File: config.mk
export PLATFORM = sky130hd
export DESIGN_NAME = prog_loader_flat
export DESIGN_NICKNAME = d
export VERILOG_FILES = /design/src/rtl/prog_loader_pkg.sv /design/src/rtl/prog_loader_if.sv /design/src/rtl/uart_rx.sv /design/src/rtl/prog_loader.sv /design/src/flat_wrapper.sv
export SDC_FILE = /design/constraint.sdc
export NUM_CORES = 1
export LEC_CHECK = 0
export BUFFER_PORTS_ARGS = -buffer_cell sky130_fd_sc_hd__buf_2
export CORE_ASPECT_RATIO = 1.1
export CORE_UTILIZATION = 50
export CTS_CLUSTER_DIAMETER = 40
export DETAILED_ROUTE_END_ITERATION = 12
export PLACE_DENSITY = 0.8
export SYNTH_ARGS = -nofsm -noshare
export SYNTH_HDL_FRONTEND = slang
export SYNTH_SLANG_ARGS = --single-unit
File: constraint.sdc
create_clock -name clk -period 2.7 [get_ports clk]
set_clock_uncertainty 0.2 [all_clocks]
set_input_delay 0 -clock clk [delete_from_list [all_inputs] [get_ports clk]]
set_output_delay 0 -clock clk [all_outputs]
set_load 0.01 [all_outputs]
File: src/rtl/prog_loader_pkg.sv
`default_nettype none
// ============================================================================
// Module      : prog_loader_pkg
// Description : Shared definitions for the UART program loader: loader state
//               encoding and UART frame shape (8 data bits, 1 stop bit).
//               The S_SUM state exists only when PROG_LOADER_CHECKSUM_EN is
//               defined.
// Revision    : 1.0 - initial release
// ============================================================================
package prog_loader_pkg;

    localparam int UART_DATA_BITS = 8;
    localparam int UART_STOP_BITS = 1;

    typedef enum logic [2:0] {
        S_LEN  = 3'd0,
        S_DATA = 3'd1,
`ifdef PROG_LOADER_CHECKSUM_EN
        S_SUM  = 3'd2,
`endif
        S_RUN  = 3'd3,
        S_ERR  = 3'd4
    } state_t;

endpackage
`default_nettype wire

File: src/rtl/prog_loader_if.sv
`default_nettype none
// ============================================================================
// Module      : prog_loader_if
// Description : Instruction-memory write port driven by the program loader.
//               Ports : we    - one-cycle write strobe
//                       addr  - word address (ADDR_W bits)
//                       wdata - 32-bit write data
//               Modports: master (loader side), slave (memory side).
// Revision    : 1.0 - initial release
// ============================================================================
interface prog_loader_if #(
    parameter int ADDR_W = 10
);
    logic              we;
    logic [ADDR_W-1:0] addr;
    logic [31:0]       wdata;

    modport master (output we, output addr, output wdata);
    modport slave  (input  we, input  addr, input  wdata);
endinterface
`default_nettype wire

File: src/rtl/uart_rx.sv
`default_nettype none
// ============================================================================
// Module      : uart_rx
// Description : 8N1 UART receiver, LSB first, idle high.
//               Ports : clk, reset_n (async active-low)
//                       i_rxd        - asynchronous serial input
//                       o_valid      - one-cycle pulse, byte in o_data
//                       o_data       - received byte (held until next byte)
//                       o_frame_err  - one-cycle pulse on a zero stop bit
// Revision    : 1.0 - initial release
// ============================================================================
module uart_rx #(
    parameter int CLKS_PER_BIT = 100
) (
    input  wire        clk,
    input  wire        reset_n,
    input  wire        i_rxd,
    output logic       o_valid,
    output logic [7:0] o_data,
    output logic       o_frame_err
);
    import prog_loader_pkg::*;

    localparam int CNT_W = $clog2(CLKS_PER_BIT) + 1;
    localparam logic [CNT_W-1:0] C_HALF_M1 = CNT_W'(CLKS_PER_BIT / 2 - 1);
    localparam logic [CNT_W-1:0] C_FULL_M1 = CNT_W'(CLKS_PER_BIT - 1);

    localparam logic [1:0] RX_IDLE  = 2'd0;
    localparam logic [1:0] RX_START = 2'd1;
    localparam logic [1:0] RX_DATA  = 2'd2;
    localparam logic [1:0] RX_STOP  = 2'd3;

    logic [1:0]       r_sync;
    logic [1:0]       r_state;
    logic [CNT_W-1:0] r_cnt;
    logic [2:0]       r_bit;
    logic [7:0]       r_shift;
    logic             r_valid;
    logic             r_ferr;
    logic             w_rxd;

    assign w_rxd = r_sync[1];

    always_ff @(posedge clk or negedge reset_n) begin
        if (!reset_n) begin
            r_sync  <= 2'b11;
            r_state <= RX_IDLE;
            r_cnt   <= '0;
            r_bit   <= '0;
            r_shift <= '0;
            r_valid <= 1'b0;
            r_ferr  <= 1'b0;
        end else begin
            r_sync  <= {r_sync[0], i_rxd};
            r_valid <= 1'b0;
            r_ferr  <= 1'b0;
            case (r_state)
                RX_IDLE: begin
                    if (!w_rxd) begin
                        r_state <= RX_START;
                        r_cnt   <= '0;
                    end
                end
                RX_START: begin
                    // Half a bit in: still low means a real start bit, and
                    // every later sample lands in the middle of its bit.
                    if (r_cnt == C_HALF_M1) begin
                        r_cnt <= '0;
                        r_bit <= '0;
                        r_state <= w_rxd ? RX_IDLE : RX_DATA;
                    end else begin
                        r_cnt <= r_cnt + 1'b1;
                    end
                end
                RX_DATA: begin
                    if (r_cnt == C_FULL_M1) begin
                        r_cnt   <= '0;
                        r_shift <= {w_rxd, r_shift[7:1]};
                        if (r_bit == 3'(UART_DATA_BITS - 1)) begin
                            r_bit   <= '0;
                            r_state <= RX_STOP;
                        end else begin
                            r_bit <= r_bit + 1'b1;
                        end
                    end else begin
                        r_cnt <= r_cnt + 1'b1;
                    end
                end
                RX_STOP: begin
                    if (r_cnt == C_FULL_M1) begin
                        r_cnt <= '0;
                        if (!w_rxd) begin
                            r_ferr  <= 1'b1;
                            r_state <= RX_IDLE;
                        end else if (r_bit == 3'(UART_STOP_BITS - 1)) begin
                            r_valid <= 1'b1;
                            r_state <= RX_IDLE;
                        end else begin
                            r_bit <= r_bit + 1'b1;
                        end
                    end else begin
                        r_cnt <= r_cnt + 1'b1;
                    end
                end
                default: r_state <= RX_IDLE;
            endcase
        end
    end

    assign o_valid     = r_valid;
    assign o_data      = r_shift;
    assign o_frame_err = r_ferr;

endmodule
`default_nettype wire

File: src/rtl/prog_loader.sv
`default_nettype none
// ============================================================================
// Module      : prog_loader
// Description : UART boot loader. Receives a 32-bit word count N followed by
//               N 32-bit words (little-endian bytes) and writes them to
//               instruction memory at addresses 0..N-1, then releases the
//               CPU reset. Optional macro PROG_LOADER_CHECKSUM_EN adds a
//               trailing checksum word (mod 2**32 sum of the data words).
//               Ports : clk, reset_n (async active-low), uart_rxd
//                       imem        - prog_loader_if.master write port
//                       cpu_reset_n - CPU reset, high once the load is done
//                       loading     - high while a load is in progress
//                       err         - sticky error (framing/length/checksum)
// Revision    : 1.0 - initial release
// ============================================================================
module prog_loader
    import prog_loader_pkg::*;
#(
    parameter int CLKS_PER_BIT = 100,
    parameter int ADDR_W       = 10
) (
    input  wire            clk,
    input  wire            reset_n,
    input  wire            uart_rxd,
    prog_loader_if.master  imem,
    output logic           cpu_reset_n,
    output logic           loading,
    output logic           err
);
    localparam int DEPTH = 2 ** ADDR_W;

    logic              w_rx_valid;
    logic [7:0]        w_rx_data;
    logic              w_rx_ferr;
    logic              w_loading;
    logic              w_word_done;
    logic [31:0]       w_word;

    state_t            r_state;
    logic [1:0]        r_byte_cnt;
    logic [31:0]       r_word;
    logic [ADDR_W:0]   r_len;
    logic [ADDR_W:0]   r_idx;
    logic              r_we;
    logic [ADDR_W-1:0] r_addr;
    logic [31:0]       r_wdata;
`ifdef PROG_LOADER_CHECKSUM_EN
    logic [31:0]       r_sum;
`endif

    uart_rx #(
        .CLKS_PER_BIT (CLKS_PER_BIT)
    ) u_uart_rx (
        .clk         (clk),
        .reset_n     (reset_n),
        .i_rxd       (uart_rxd),
        .o_valid     (w_rx_valid),
        .o_data      (w_rx_data),
        .o_frame_err (w_rx_ferr)
    );

    always_comb begin
        w_loading = (r_state == S_LEN) || (r_state == S_DATA);
`ifdef PROG_LOADER_CHECKSUM_EN
        if (r_state == S_SUM) begin
            w_loading = 1'b1;
        end
`endif
    end

    // New byte enters at the top, so after four bytes the first one sits in
    // bits 7:0.
    assign w_word      = {w_rx_data, r_word[31:8]};
    assign w_word_done = w_rx_valid && w_loading && (r_byte_cnt == 2'd3);

    always_ff @(posedge clk or negedge reset_n) begin
        if (!reset_n) begin
            r_state    <= S_LEN;
            r_byte_cnt <= '0;
            r_word     <= '0;
            r_len      <= '0;
            r_idx      <= '0;
            r_we       <= 1'b0;
            r_addr     <= '0;
            r_wdata    <= '0;
`ifdef PROG_LOADER_CHECKSUM_EN
            r_sum      <= '0;
`endif
        end else begin
            r_we <= 1'b0;
            if (w_rx_valid && w_loading) begin
                r_byte_cnt <= r_byte_cnt + 1'b1;
                r_word     <= w_word;
            end
            case (r_state)
                S_LEN: begin
                    if (w_rx_ferr) begin
                        r_state <= S_ERR;
                    end else if (w_word_done) begin
                        if (w_word == 32'd0) begin
                            r_state <= S_RUN;
                        end else if (w_word > 32'(DEPTH)) begin
                            r_state <= S_ERR;
                        end else begin
                            r_state <= S_DATA;
                            r_len   <= w_word[ADDR_W:0];
                            r_idx   <= '0;
`ifdef PROG_LOADER_CHECKSUM_EN
                            r_sum   <= '0;
`endif
                        end
                    end
                end
                S_DATA: begin
                    if (w_rx_ferr) begin
                        r_state <= S_ERR;
                    end else if (r_we && (r_idx == r_len)) begin
                        // Leave during the final write strobe so the CPU
                        // reset releases on the following cycle.
`ifdef PROG_LOADER_CHECKSUM_EN
                        r_state <= S_SUM;
`else
                        r_state <= S_RUN;
`endif
                    end else if (w_word_done) begin
                        r_we    <= 1'b1;
                        r_addr  <= r_idx[ADDR_W-1:0];
                        r_wdata <= w_word;
                        r_idx   <= r_idx + 1'b1;
`ifdef PROG_LOADER_CHECKSUM_EN
                        r_sum   <= r_sum + w_word;
`endif
                    end
                end
`ifdef PROG_LOADER_CHECKSUM_EN
                S_SUM: begin
                    if (w_rx_ferr) begin
                        r_state <= S_ERR;
                    end else if (w_word_done) begin
                        r_state <= (w_word == r_sum) ? S_RUN : S_ERR;
                    end
                end
`endif
                // Bytes and framing errors after a finished load are ignored;
                // S_ERR is left only through reset_n.
                S_RUN:   r_state <= S_RUN;
                S_ERR:   r_state <= S_ERR;
                default: r_state <= S_ERR;
            endcase
        end
    end

    assign imem.we     = r_we;
    assign imem.addr   = r_addr;
    assign imem.wdata  = r_wdata;
    assign cpu_reset_n = (r_state == S_RUN);
    assign err         = (r_state == S_ERR);
    assign loading     = w_loading;

endmodule
`default_nettype wire

File: src/flat_wrapper.sv
// flat-port wrapper written by rule: the top's interface ports become plain ports
module prog_loader_flat import prog_loader_pkg::*;
#(
    parameter int CLKS_PER_BIT = 100,
    parameter int ADDR_W       = 10
)
  (clk, reset_n, uart_rxd, cpu_reset_n, loading, err, imem_we, imem_addr, imem_wdata);
  prog_loader_if #(.ADDR_W(ADDR_W)) imem_i ();
  input  wire clk;
  input  wire reset_n;
  input  wire uart_rxd;
  output logic cpu_reset_n;
  output logic loading;
  output logic err;
  output wire logic [$bits(imem_i.we)-1:0] imem_we;
  output wire logic [$bits(imem_i.addr)-1:0] imem_addr;
  output wire logic [$bits(imem_i.wdata)-1:0] imem_wdata;
  assign imem_we = imem_i.we;
  assign imem_addr = imem_i.addr;
  assign imem_wdata = imem_i.wdata;
  prog_loader #(.CLKS_PER_BIT(CLKS_PER_BIT), .ADDR_W(ADDR_W)) u_core (.clk(clk), .reset_n(reset_n), .uart_rxd(uart_rxd), .imem(imem_i), .cpu_reset_n(cpu_reset_n), .loading(loading), .err(err));
endmodule
==> metrics.yaml, run 1 <==
place:
  gp_congestion: 0.8032
  portBuffers: 48
  dp_hpwl_um: 7218
  dp_slack_ns: 0.1691
timing:
  rsz0062_at_grt: "false"
  post-route-period-util: 0.9382
  worst_slew_pin_slew_ns: 0.6169
  finalHoldViolations: 0
  slew_violations: 0
  layout_setup_ws_ns: 0.1669
  setup_viol: 0
  fmax_mhz: 394.8
  finalCriticalPeriod_ns: 2.533
  slew_headroom: 0.5887
  final.setup.tns_ns: 0
yosys:
  syn_nets: 405
  synth_seq_cells: 119
  syn_inst: 395
  synth.distinct_cells: 49
  ys.flop_type: "dfrtp_1"
  async_flop_share: 1.000
  synth_edf_count: 0
  syn-cell-area_um2: 5375
  syn_avg_cell_area_um2: 13.61
  ys_seq_area_frac: 0.5545
  ys_warn_count: 0
die:
  fp.dieW_um: 100.9
  die_area_um2: 11170
  rows: 39
  initial_core_util: 0.5147
  die_y_um: 110.7
  core-area_um2: 10440
  io_pins: 49
clock_tree:
  clock_path_buffers: 2
  cts_made_buffers: 17
  cts_root_buffer: "clkbuf_16"
  h-tree-depth: 4
  insertion_delay_ns: 0.40
  postCtsSetupBuffers: 0
  cts.clk_slew.worst_paths_ns: 0.05
  cts_tree: "built"
  cts.sinks: 119
detailed_routing:
  wl_per_cell_um: 18.01
  drt-total-wl_um: 11100
  drcViolationCount: 0
  dr.pass1.iters: 4
  drt_iter0_markers: 133
  vias: 3454
  via_per_inst: 5.607
  detail-route-antenna-nets: 0
outcome:
  outcome: "completed"
hold_path:
  min-delay-path-class: "in2reg"
grt:
  grt_pass1_vias: 3606
  grt_max_degree: 50
  antenna_found_initial: 0
  grt_pass1_wl_um: 18590
  grt-ovfl-total: 0
  grt.total_usage: 0.2183
worst_setup_path:
  critPathLaunchType: "register"
  worstPathRequired_ns: 2.77
  crit_arrival_ns: 2.60
  end_kind: "register"
  path_max_fanout: 12
  worstSetupPathType: "reg2reg"
final_layout:
  drive_gt1_frac: 0.3932
  area_growth_pct: 19.23
  diodes: 0
  nets: 470
power_and_ir_drop:
  vdd_drop_max_uv: 403.7
  p_per_area_nw_per_um2: 629.5
  leakagePower_nw: 3.376
run:
  drv_cap: 0
## what timing repair did
item | CTS | global route
endpoints found under the hold margin | 70 | 0
resized for setup | 0 | 2
hold buffers | 4 | 0
endpoints found under the setup margin | 0 | 11
## per-layer routing
| metal | global-route usage | wire length (µm) | vias to the layer above |
|---|---|---|---|
| met2 | 0.3553 | 5718 | 89 |
| met5 | 0 | 0 | - |
| met1 | 0.2769 | 4740 | 1769 |
| li1 | - | - | 1575 |
| met3 | 0.05990 | 404 | 21 |
| met4 | 0.08213 | 233 | 0 |
## final timing paths
check | slack, ns | from | end | cells after the start
max | 0.17 | u_core.r_word[15]$_DFFE_PN0P_ | u_core.r_idx[0]$_DFFE_PN0P_ | 6
min | 0.04 | uart_rxd | u_core.u_uart_rx.r_sync[0]$_DFF_PN1_ | 2
max reg2reg | 0.17 | u_core.r_word[15]$_DFFE_PN0P_ | u_core.r_idx[0]$_DFFE_PN0P_ | 6
min reg2reg | 0.16 | u_core.u_uart_rx.r_sync[0]$_DFF_PN1_ | u_core.u_uart_rx.r_sync[1]$_DFF_PN1_ | 0
max in group asynchronous | 0.82 | reset_n | u_core.r_idx[4]$_DFFE_PN0P_ | 4
min in group asynchronous | 0.50 | reset_n | u_core.imem.we$_DFF_PN0_ | 3
## synth_stat cells, drive strengths merged, types with 2 or more instances
cell type / instances / area, µm²
nor4: 6 / 37.54
or2: 2 / 12.52
a22o: 4 / 35.03
a2bb2oi: 9 / 78.83
o21ai: 12 / 60.06
mux2: 86 / 1145
nor3: 15 / 80.08
a21oi: 3 / 15.01
o31ai: 2 / 15.01
and3: 9 / 56.30
xnor2: 11 / 96.34
dfrtp: 117 / 2928
a211oi: 2 / 15.01
nand3: 11 / 55.05
and2: 2 / 12.51
a31oi: 2 / 12.51
nand4: 7 / 43.79
nand2b: 2 / 12.51
dfstp: 2 / 52.55
inv: 9 / 33.78
ha: 7 / 87.58
nor2: 14 / 57.55
a21boi: 8 / 60.06
nor3b: 3 / 22.52
nand2: 10 / 37.54
clkbuf: 6 / 22.52
o41a: 2 / 22.52
nand4b: 2 / 17.52
mux2i: 2 / 20.02
nor2b: 3 / 18.77
a21o: 3 / 22.52
nor4b: 2 / 17.52
buf: 11 / 95.09
## worst max-delay path, stage by stage (launching register included)
cell and delay (ns):
dfrtp_1 0.41, nor4_1 0.52, nand4_1 0.19, a2111o_2 0.63, o21ai_0 0.14, buf_4 0.22
mux2i_1 0.10
## layout make-up
class	count	area, µm²
Inverter	9	33.78
Tap cell	143	178.9
Fill cell	809	4034
Multi-Input combinational cell	250	2251
Sequential cell	119	2980
Timing Repair Buffer	63	377.9
Clock buffer	24	491.7
Clock inverter	8	95.09
## power breakdown
part           switching, mW  internal (mW)  leakage (nW)
logic                 0.0356        0.00950          1.45
registers            0.00188           1.79          1.64
clock network          0.750           1.45         0.286
total                  0.787           3.25          3.38
## placed cells by master, fill, tap and decap left out, types with 8 or more instances in the layout
cell type and instances:
and3_1 9, nand2_1 10, nor2_1 12, buf_2 47
inv_1 8, mux2_4 47, buf_4 11, a2bb2oi_1 9
mux2_2 39, o21ai_0 12, xnor2_1 11, a21boi_0 8
dfrtp_1 117, nor3_1 14, clkbuf_16 17, nand3_1 11
## state kept, by name, indices dropped and copies added, names as in the netlist, 2 cells and up, named ones only
| register | cells |
|---|---|
| u_core.imem.addr | 10 |
| u_core.imem.wdata | 32 |
| u_core.r_byte_cnt | 2 |
| u_core.r_idx | 11 |
| u_core.r_len | 11 |
| u_core.r_state | 3 |
| u_core.r_word | 24 |
| u_core.u_uart_rx.o_data | 8 |
| u_core.u_uart_rx.r_bit | 3 |
| u_core.u_uart_rx.r_cnt | 8 |
| u_core.u_uart_rx.r_sync | 2 |
## logic make-up (layout without fill, tap and decap cells)
group	after synthesis	in the layout	synth area share
compound gates	53	53	0.07262
xor+xnor	12	12	0.01955
fa+ha+maj	7	7	0.01629
buf+inv	26	104	0.02816
flops	119	119	0.5545
mux	88	88	0.2167
simple gates	90	90	0.09218
## through the flow
step / total power [mW] / cell area (µm²) / hold WS [ns] / utilization / instances
floorplan: 1.822 / 5375 / -0.4956 / - / 395
global placement: 1.863 / 5774 / -0.1394 / 0.5530 / 580
detailed placement: 1.865 / 5774 / -0.1294 / 0.5530 / 580
CTS: 4.065 / 6401 / 0.01887 / 0.6130 / 616
global route: 4.154 / 6409 / 0.02908 / 0.6137 / 616
finish: 4.034 / 6409 / 0.04185 / 0.6137 / 616
No activity file was read; power rests on OpenSTA's default activity.
==> run 2, diff against run 1 <==
--- a/config.mk
+++ b/config.mk
@@ -6,6 +6,7 @@
 export NUM_CORES = 1
 export LEC_CHECK = 0
 export BUFFER_PORTS_ARGS = -buffer_cell sky130_fd_sc_hd__buf_2
+export CAP_MARGIN = 30
 export CORE_ASPECT_RATIO = 1.1
 export CORE_UTILIZATION = 50
 export CTS_CLUSTER_DIAMETER = 40
==> constraint.sdc (replaced) <==
create_clock -name clk -period 2.7 [get_ports clk]
set_clock_uncertainty 0.2 [all_clocks]
set_input_delay 0.675 -clock clk [delete_from_list [all_inputs] [get_ports clk]]
set_output_delay 0.675 -clock clk [all_outputs]
set_load 0.01 [all_outputs]
==> run 2 against run 1 <==
- the flow now finishes with violations (negative hold slack)
- register-to-register slack barely moved
- fmax is 0.38% lower
- die area is the same
- count of clock-buffer cells in the layout down 6
- sequential power barely moved
- setup slack got worse by 0.0097 ns
- final cell count shrank 0.81%
- global-route usage hardly changed
- first-iteration DRC count is 6.8% lower
- wire length down 2.0%
- critical path type unchanged
- largest power group unchanged
==> metrics.yaml, run 2 (synthesis gave the netlist of run 1 again) <==
detailed_routing:
  detail-route-antenna-nets: 0
  vias: 3434
  dr.pass1.iters: 4
  drcViolationCount: 0
  drt-total-wl_um: 10870
  drt_iter0_markers: 124
  wl_per_cell_um: 17.80
  via_per_inst: 5.620
die:
  die_y_um: 110.7
  rows: 39
  initial_core_util: 0.5147
  fp.dieW_um: 100.9
  die_area_um2: 11170
  core-area_um2: 10440
  io_pins: 49
worst_setup_path:
  end_kind: "register"
  r2r_cells: 6
  critPathLaunchType: "register"
  r2r-end: "u_core.r_idx[6]$_DFFE_PN0P_"
  ff2ff_setup_slack_ns: 0.16
  worstPathRequired_ns: 2.79
  worstSetupPathType: "reg2reg"
  path_max_fanout: 12
  crit_arrival_ns: 2.64
  rr_startpoint: "u_core.r_word[9]$_DFFE_PN0P_"
clock_tree:
  h-tree-depth: 4
  clock_path_buffers: 2
  cts_tree: "built"
  cts_made_buffers: 17
  cts.clk_slew.worst_paths_ns: 0.06
  cts_root_buffer: "clkbuf_16"
  cts.sinks: 119
  insertion_delay_ns: 0.42
  cts_hold_buffers: 0
timing:
  slew_violations: 0
  finalHoldViolations: 3
  rsz0062_at_grt: "false"
  post-route-period-util: 0.9418
  slew_headroom: 0.6173
  whs_ns: -0.002120
  finalCriticalPeriod_ns: 2.543
  worst_slew_pin_slew_ns: 0.5687
  fmax_mhz: 393.3
  layout_setup_ws_ns: 0.1572
  setup_viol: 0
  final.setup.tns_ns: 0
final_layout:
  fill_cells: 794
  area_growth_pct: 18.78
  diodes: 0
  nets: 465
  final_cell_mix: "dfrtp_1 (117), mux2_4 (47), buf_2 (47)"
  final_common_cell: "dfrtp_1"
  largest_reg_flops: 32
  drive_gt1_frac: 0.3996
outcome:
  outcome: "complete, but fails checks"
  failed_checks: "negative hold slack"
power_and_ir_drop:
  vdd_drop_max_uv: 446.4
  switchingPower_uw: 894.9
  p_comb_frac: 0.010
  leakagePower_nw: 3.366
  p_int_mw: 3.200
  seq_power_share: 0.437
  clockPowerShare: 0.553
  p_per_area_nw_per_um2: 641.3
  switching_share: 0.2186
grt:
  grt.total_usage: 0.2183
  grt_pass1_vias: 3538
  grt_pass1_wl_um: 18560
  antenna_found_initial: 0
  grt_max_degree: 67
  grt-ovfl-total: 0
place:
  dp_slack_ns: 0.1260
  portBuffers: 48
  dp_hpwl_um: 6933
  gp_congestion: 0.7873
run:
  drv_cap: 0
hold_path:
  min-delay-path-class: "in2async"
run 2: cell types whose count changed in the layout (fill, tap and decap cells not counted), sizes merged:
cell / change
inv: +5
clkinv: +2
dlygate4sd3: -4
clkinvlp: -1
clkbuf: -6
buf: -1
run 2: cell type report:
cell class                 count  area [µm²]  share of cell area
sequential                   119        2980              0.4668
multi-input combinational    250        2245              0.3516
clock buffer                  18       439.2             0.06878
timing repair buffer          58       342.8             0.05369
tap                          143       178.9             0.02802
clock inverter                14       165.2             0.02587
inverter                       9       33.78            0.005291
run 2: critical path, cell delays in order (launching register included):
cell and delay, ns:
dfrtp_1 0.41, nor4_1 0.55, nand4_1 0.17, a2111o_2 0.62
o21ai_0 0.15, buf_4 0.22, a2bb2oi_1 0.09
run 2: how the worst max path moves through the flow:
stage,start,endpoint,slack [ns]
3_5_place_dp,u_core.r_word[9]$_DFFE_PN0P_,u_core.r_idx[6]$_DFFE_PN0P_,0.13
6_report,u_core.r_word[9]$_DFFE_PN0P_,u_core.r_idx[6]$_DFFE_PN0P_,0.16
3_3_place_gp,u_core.r_word[9]$_DFFE_PN0P_,u_core.r_idx[0]$_DFFE_PN0P_,0.29
2_1_floorplan,u_core.r_state[2]$_DFFE_PN0P_,u_core.imem.addr[5]$_DFFE_PN0P_,0.57
5_1_grt,u_core.r_word[9]$_DFFE_PN0P_,u_core.r_idx[6]$_DFFE_PN0P_,0.03
4_1_cts,u_core.r_word[9]$_DFFE_PN0P_,u_core.r_idx[6]$_DFFE_PN0P_,0.09
run 2: routing by layer:
metal	share of wire	GRT usage	routed length [µm]
met5	0	0	0
met2	0.51	0.3498	5547
met3	0.035	0.06053	376
met1	0.44	0.2826	4783
met4	0.015	0.07923	165
run 2: repair_timing:
| item | in CTS | in global routing |
|---|---|---|
| endpoints found under the setup margin | 0 | 11 |
| resized for setup | 0 | 1 |
| buffers inserted | 0 | 0 |
run 2: power by group through the flow:
stage | clock network, mW | logic [mW] | registers, mW
final | 2.26 | 0.0420 | 1.79
after global routing | 2.38 | 0.0505 | 1.79
after CTS | 2.29 | 0.0448 | 1.79
after detailed placement | 0 | 0.0447 | 1.82
after global placement | 0 | 0.0433 | 1.82
after floorplan | 0 | 0.00254 | 1.82
run 2: metrics by stage:
step                      std cells  hold slack [ns]  power, mW    util  area [µm²]
final                           611        -0.002120      4.095  0.6114        6385
after global routing            611          0.03020      4.217  0.6114        6385
after CTS                       611          0.01546      4.128  0.6113        6384
after detailed placement        579           0.1490      1.865  0.5534        5779
after global placement          579           0.1468      1.864  0.5534        5779
after floorplan                 395           0.1452      1.822       -        5375
==> run 3, diff against run 2 <==
==> constraint.sdc (replaced) <==
create_clock -name clk -period 2.8 [get_ports clk]
set_clock_uncertainty 0.2 [all_clocks]
set_input_delay 0.7 -clock clk [delete_from_list [all_inputs] [get_ports clk]]
set_output_delay 0.7 -clock clk [all_outputs]
set_load 0.01 [all_outputs]
==> run 3 against run 2 <==
- the flow now finishes without violations
- sequential cell count unchanged
- sequential share of layout area is essentially flat
- count of clock-buffer cells in the layout grew 2
- final cell count decreased by 0.33%
- critical endpoint is now u_core.r_idx[3]$_DFFE_PN0P_
- largest power group unchanged
- via count increased by 1.5%
==> metrics.yaml, run 3 (synthesis gave the netlist of run 1 again) <==
outcome:
  outcome: "completed"
clock_tree:
  postCtsSetupBuffers: 0
  cts_hold_buffers: 0
  cts_root_buffer: "clkbuf_16"
  cts_tree: "built"
  h-tree-depth: 4
  cts.clk_slew.worst_paths_ns: 0.06
  clock_path_buffers: 2
  cts.sinks: 119
  insertion_delay_ns: 0.41
  cts_made_buffers: 17
die:
  rows: 39
  die_y_um: 110.7
  fp.dieW_um: 100.9
  io_pins: 49
  die_area_um2: 11170
  initial_core_util: 0.5147
  core-area_um2: 10440
timing:
  slew_violations: 0
  finalHoldViolations: 0
  layout_setup_ws_ns: 0.2401
  setup_viol: 0
  fmax_mhz: 390.6
  worst_slew_pin_slew_ns: 0.6082
  final.setup.tns_ns: 0
  finalCriticalPeriod_ns: 2.560
  post-route-period-util: 0.9142
  rsz0062_at_grt: "false"
  slew_headroom: 0.5945
  whs_ns: 0.05146
final_layout:
  largest_reg_flops: 32
  diodes: 0
  nets: 464
  instances_no_fill: 609
  finish.utilization: 0.6108
  area_growth_pct: 18.67
  final_common_cell: "dfrtp_1"
  final_cell_mix: "dfrtp_1 (117), mux2_4 (47), buf_2 (47)"
  fin_area_um2: 6379
  drive_gt1_frac: 0.3948
grt:
  grt-ovfl-total: 0
  grt_pass1_vias: 3704
  grt.total_usage: 0.2238
  antenna_found_initial: 0
  grt_pass1_wl_um: 18940
  grt_max_degree: 51
detailed_routing:
  drcViolationCount: 0
  detail-route-antenna-nets: 0
  vias: 3486
  via_per_inst: 5.724
  drt-total-wl_um: 11470
  dr.pass1.iters: 6
  wl_per_cell_um: 18.83
  drt_iter0_markers: 175
worst_setup_path:
  crit_family: "compound AO/OA/AOI/OAI gates"
  critical_path.slowest_cell: "a2111o_2"
  ff2ff_setup_slack_ns: 0.24
  worstPathRequired_ns: 2.88
  worst_path_largest_cell_delay_ns: 0.63
  critPathLaunchType: "register"
  worstPathCellList: "nor4_1, nand4_1, a2111o_2, o21ai_0, buf_4, a2bb2oi_1"
  crit_start: "u_core.r_word[9]$_DFFE_PN0P_"
  path_max_fanout: 12
  end_kind: "register"
  crit_arrival_ns: 2.64
  worstSetupPathType: "reg2reg"
  cp_num_buf_inv: 1
  rr_startpoint: "u_core.r_word[9]$_DFFE_PN0P_"
power_and_ir_drop:
  vdd_drop_max_uv: 436.3
  p_per_area_nw_per_um2: 624.2
  leakagePower_nw: 3.353
  finalPower_mw: 3.982
place:
  gp_congestion: 0.7783
  portBuffers: 48
  dp_hpwl_um: 7235
  postPlaceCellArea_um2: 5772
  dp_slack_ns: 0.2693
  place_inst: 578
hold_path:
  min-delay-path-class: "in2async"
run:
  drv_cap: 0
-- run 3: changes by cell type in the layout (fill, tap and decap cells not counted), sizes merged --
cell / change
clkbuf: +2
clkinv: -2
bufinv: +1
inv: -4
buf: -1
clkinvlp: +2
-- run 3: power breakdown --
part | internal (mW) | total [mW] | switching, mW
sequential | 1.72 | 1.73 | 0.00201
clock | 1.44 | 2.21 | 0.771
combinational | 0.00764 | 0.0426 | 0.0350
-- run 3: path summary, 6_finish.rpt --
check	endpoint	cells after the start
worst max-delay path	u_core.r_idx[3]$_DFFE_PN0P_	6
worst min-delay path	u_core.imem.addr[9]$_DFFE_PN0P_	1
worst max register to register	u_core.r_idx[3]$_DFFE_PN0P_	6
worst min register to register	u_core.u_uart_rx.r_sync[1]$_DFF_PN1_	0
max in group asynchronous	u_core.u_uart_rx.r_sync[0]$_DFF_PN1_	2
min in group clk	u_core.u_uart_rx.r_sync[1]$_DFF_PN1_	0
-- run 3: area by class of cell --
type	count	area [µm²]
inverters	9	33.78
clock buffers	20	456.7
repair buffers	57	335.3
multi-input cells	250	2245
fillers	788	4064
clock inverters	11	148.9
flip-flops and latches	119	2980
well taps	143	178.9
-- run 3: layer usage --
metal | up-vias | track usage | wire length, µm
met3 | 24 | 0.05485 | 425
met2 | 109 | 0.3826 | 6014
li1 | 1564 | - | -
met4 | 0 | 0.08696 | 248
met1 | 1789 | 0.2696 | 4779
met5 | - | 0 | 0
-- run 3: what timing repair did --
action / in CTS / in global routing
gates resized for setup: 0 / 1
hold endpoints to repair: 0 / 0
endpoints found under the setup margin: 0 / 7
